## src/rtl/lc3b_types.sv

```systemverilog
// Shared LC-3b physical-memory types.
package lc3b_types;

  typedef logic [15:0]  lc3b_pmem_addr;
  typedef logic [127:0] lc3b_pmem_line;

endpackage

```

## src/rtl/eviction_buffer_entry.sv

```systemverilog
// Single victim-line entry: address, data and valid flag.
import lc3b_types::*;

module eviction_buffer_entry (
  input  logic          clk,
  input  logic          rst,
  input  logic          load_i,
  input  logic          clear_i,
  input  lc3b_pmem_addr addr_i,
  input  lc3b_pmem_line data_i,
  output logic          valid_o,
  output lc3b_pmem_addr addr_o,
  output lc3b_pmem_line data_o
);

  logic          valid_q, valid_d;
  lc3b_pmem_addr addr_q, addr_d;
  lc3b_pmem_line data_q, data_d;

  // clear only drops valid; the stale line is harmless
  always_comb begin
    valid_d = valid_q;
    addr_d  = addr_q;
    data_d  = data_q;
    if (load_i) begin
      valid_d = 1'b1;
      addr_d  = addr_i;
      data_d  = data_i;
    end else if (clear_i) begin
      valid_d = 1'b0;
    end
  end

  always_ff @(posedge clk or posedge rst) begin
    if (rst) begin
      valid_q <= 1'b0;
      addr_q  <= '0;
      data_q  <= '0;
    end else begin
      valid_q <= valid_d;
      addr_q  <= addr_d;
      data_q  <= data_d;
    end
  end

  assign valid_o = valid_q;
  assign addr_o  = addr_q;
  assign data_o  = data_q;

endmodule

```

## src/rtl/eviction_buffer.sv

```systemverilog
// One-entry write-back eviction buffer between cache and memory.
import lc3b_types::*;

module eviction_buffer (
  input  logic          clk,
  input  logic          rst,
  input  logic          cache_read,
  input  logic          cache_write,
  input  lc3b_pmem_addr cache_address,
  input  lc3b_pmem_line cache_wdata,
  output lc3b_pmem_line cache_rdata,
  output logic          cache_resp,
  input  logic          pmem_resp,
  input  lc3b_pmem_line pmem_rdata,
  output logic          pmem_read,
  output logic          pmem_write,
  output lc3b_pmem_addr pmem_address,
  output lc3b_pmem_line pmem_wdata
);

  typedef enum logic [1:0] {
    IDLE,
    READ,
    DRAIN
  } state_t;

  state_t state_q, state_d;

  logic          buf_valid;
  lc3b_pmem_addr buf_addr;
  lc3b_pmem_line buf_data;
  logic          load, clear;
  logic          resp;

  eviction_buffer_entry u_entry (
    .clk     (clk),
    .rst     (rst),
    .load_i  (load),
    .clear_i (clear),
    .addr_i  (cache_address),
    .data_i  (cache_wdata),
    .valid_o (buf_valid),
    .addr_o  (buf_addr),
    .data_o  (buf_data)
  );

  always_comb begin
    state_d      = state_q;
    resp         = 1'b0;
    cache_rdata  = buf_data;
    pmem_read    = 1'b0;
    pmem_write   = 1'b0;
    pmem_address = buf_addr;
    pmem_wdata   = buf_data;
    load         = 1'b0;
    clear        = 1'b0;
    unique case (state_q)
      IDLE: begin
        // read wins over write and over a pending drain
        if (cache_read) begin
          if (buf_valid && cache_address == buf_addr) begin
            resp = 1'b1;
          end else begin
            state_d = READ;
          end
        end else if (cache_write) begin
          if (!buf_valid) begin
            resp = 1'b1;
            load = 1'b1;
          end else begin
            state_d = DRAIN;
          end
        end else if (buf_valid) begin
          state_d = DRAIN;
        end
      end
      READ: begin
        pmem_read    = 1'b1;
        pmem_address = cache_address;
        if (pmem_resp) begin
          resp        = 1'b1;
          cache_rdata = pmem_rdata;
          state_d     = IDLE;
        end
      end
      DRAIN: begin
        pmem_write = 1'b1;
        if (pmem_resp) begin
          clear   = 1'b1;
          state_d = IDLE;
        end
      end
      default: state_d = IDLE;
    endcase
    if (rst) begin
      resp  = 1'b0;
      load  = 1'b0;
      clear = 1'b0;
    end
  end

  assign cache_resp = resp;

  always_ff @(posedge clk or posedge rst) begin
    if (rst) state_q <= IDLE;
    else     state_q <= state_d;
  end

endmodule

```

## config.mk

```make
export PLATFORM = sky130hd
export DESIGN_NAME = eviction_buffer
export DESIGN_NICKNAME = d
export VERILOG_FILES = /design/src/rtl/lc3b_types.sv /design/src/rtl/eviction_buffer_entry.sv /design/src/rtl/eviction_buffer.sv
export SDC_FILE = /design/constraint.sdc
export NUM_CORES = 1
export LEC_CHECK = 0
export CORE_AREA = 2 2 212 214
export CTS_CLUSTER_SIZE = 10
export DETAILED_ROUTE_END_ITERATION = 10
export DIE_AREA = 0 0 214 216
export GPL_ROUTABILITY_DRIVEN = 0
export SLEW_MARGIN = 40
export SYNTH_ARGS = -nofsm -noshare
export SYNTH_HDL_FRONTEND = slang
export SYNTH_HIERARCHICAL = 1
export SYNTH_SLANG_ARGS = --single-unit
```

## constraint.sdc

```tcl
create_clock -name clk -period 5.5 [get_ports clk]
set_clock_uncertainty 0.05 [all_clocks]
set_input_delay 1.375 -clock clk [delete_from_list [all_inputs] [get_ports clk]]
set_output_delay 1.375 -clock clk [all_outputs]
set_load 0.03 [all_outputs]
```

==> impl_metrics.ini <==
[status]
outcome = finished, final reports clean

[global_route]
grt_use_total_pct = 12.2
grt_pass1_vias = 6919
antenna_found_initial = 0
gr-total-overflow = 0
grt_max_degree = 71
grt_pass1_wl_mm = 42.4

[synth]
yosys_warnings = 6
synth_top_area_share_pct = 47.6
netlist_area_um2 = 7720
ys_seq_area_share_pct = 47.6
ys_seq_elements = 147
synth_cell_types = 24
async_flop_share_pct = 100
synth_commonest_cells = mux2_2, dfrtp_1, mux2_4
synth_edf_count = 0
yosys-top-cells-area = dfrtp_1, mux2_2, mux2_4
syn_nets = 792
synth_flop_cell = dfrtp_1
synth_top_area_cell = dfrtp_1
syn_avg_cell_area_um2 = 15.1
synth_cells = 512
synth_most_common_cell = mux2_2

[floorplan]
core_um2 = 43800
die_w_um = 214
num_rows = 77
io_pins = 552
floorplan.initialDensity_pct = 17.6
die_y_um = 216
design.die.area_um2 = 46200

[sta]
drv_slew = 0
min_period_over_period_pct = 90.7
setup_viol = 0
worst-slew-pin-transition_ns = 0.607
max-slew-margin-rel_pct = 59.6
min_period_ns = 4.99
timing.hold.ws_ns = 0.480
rsz0062_at_grt = false
tns_ns = 0
hold_violations = 0
fmax_ghz = 0.200

[critical_path]
path_max_fanout = 47
crit-reg2reg-capture = u_entry/data_o[46]$_DFFE_PP0P_
slowest_delay_ns = 0.61
reg2reg_from = state_q[0]$_DFFE_PP0P_
cp_common_cell = clkdlybuf4s50_1
reg2reg_slack_ns = 2.97
cp_cell_sequence = clkdlybuf4s50_1 -> nand2_8 -> buf_4 -> mux2_2 -> clkdlybuf4s50_1
cp-end-kind = output pin
reg2reg_depth = 8
timing_worst_setup_path_type = in2out
critPathLaunchType = input pin
cp.arrival_ns = 3.57
cp.required_ns = 4.07
critPathSlowestCell = clkdlybuf4s50_1

[drt]
drtIter0Drc = 162
wire_per_inst_um = 17.0
first_pass_iters = 4
drtAntennaViolNets = 0
vias = 6423
via_per_inst = 3.85
routed_wl_mm = 28.3
route.detailed.drc = 0

[cts]
cts_max_level = 4
cts_resized = 0
clock_sinks = 147
cts_tree = built
clock_latency_ns = 0.44
cts_made_buffers = 17
clk_pin_slew_ns = 0.06
root_buffer = clkbuf_16
cts_setup_buffers = 0
hold_buffers = 0
clockBufferDepth = 2

[placement]
dp_hpwl_mm = 22.4
dp.cells = 1638
port_buffers = 551

[pwr]
leakagePower_nw = 5.76
p_per_area_nw_per_um2 = 666
ir_drop_mv = 0.361
total_power_mw = 9.66

[layout]
area_growth_pct = 87.8
num_antenna_cells = 0
fin_nets = 1345
fillers = 4382
drive_above_1_share_pct = 31.1
fin_cells = 1670

[run]
maxCapViolations = 0

[min_path]
min_path_type = reg2reg
min_from = u_entry/data_o[126]$_DFFE_PP0P_
hold_path_end = u_entry/data_o[126]$_DFFE_PP0P_
whs_path_depth = 1
[routing by layer]
layer / vias up / global-route usage (%) / share of wire [%]
met1: 3077 / 13.4 / 39
met4: 0 / 6.13 / 2.9
met5: - / 0 / 0
met3: 32 / 3.95 / 8.1
li1: 2963 / - / -
met2: 351 / 21.0 / 50
[critical path: cells and delay by family]
kind	cells	cell delay [ns]
buffers and inverters	3	1.39
multiplexers	1	0.36
AND/OR/NAND/NOR	1	0.39
[area by class of cell]
class / instances / area [um^2] / area share, %
timing repair buffer: 566 / 5690 / 39.3
clock inverter: 10 / 158 / 1.09
tap: 592 / 741 / 5.11
clock buffer: 22 / 444 / 3.06
sequential: 147 / 3680 / 25.4
inverter: 6 / 27.5 / 0.190
multi-input combinational: 327 / 3760 / 25.9
[report_power, final]
part	switching, mW	leakage [nW]	total, mW	internal, mW
registers	0.503	1.78	2.13	1.62
logic	3.27	3.70	6.30	3.03
clock network	0.474	0.284	1.23	0.756
[metrics by stage]
| step | util [%] | instance area, um^2 | worst slack [ns] |
|---|---|---|---|
| final | 33.1 | 14500 | 0.510 |
| after global routing | 33.1 | 14500 | 0.444 |
| after CTS | 33.1 | 14500 | 0.486 |
| after detailed placement | 31.7 | 13900 | 0.493 |
| after global placement | 31.7 | 13900 | 0.504 |
| after floorplan | - | 7720 | 0.180 |
[worst max-delay path by stage]
stage	cells past startpoint	to	from	slack, ns
final	5	cache_rdata[39]	pmem_resp	0.51
after global routing	5	cache_rdata[39]	pmem_resp	0.44
after CTS	5	cache_rdata[39]	pmem_resp	0.49
after detailed placement	5	cache_rdata[39]	pmem_resp	0.49
after global placement	5	cache_rdata[39]	pmem_resp	0.50
after floorplan	1	u_entry/addr_o[0]$_DFFE_PP0P_	rst	0.18
[kinds of logic after synthesis]
kind of cell | synth area share (%)
flip-flops | 47.6
buffers and inverters | 3.97
AND/OR/NAND/NOR | 1.05
adder cells (fa/ha/maj) | 0.486
multiplexers | 44.7
XOR/XNOR | 1.82
AO/OA/AOI/OAI | 0.373
[registers in the layout, indices dropped and copies added (netlist names)]
signal,cells
state_q,2
u_entry/valid_o,1
u_entry/data_o,128
u_entry/addr_o,16
[layout by cell type, fill, tap and decap left out, types with 4 or more instances in the layout]
cell	instances
dfrtp_1	147
xnor2_1	15
clkdlybuf4s50_1	551
clkbuf_16	17
bufinv_16	4
inv_1	5
mux2_4	49
clkbuf_1	5
mux2_2	239
buf_12	5
buf_4	10
Note: power is estimated with default switching activity, not from simulation.
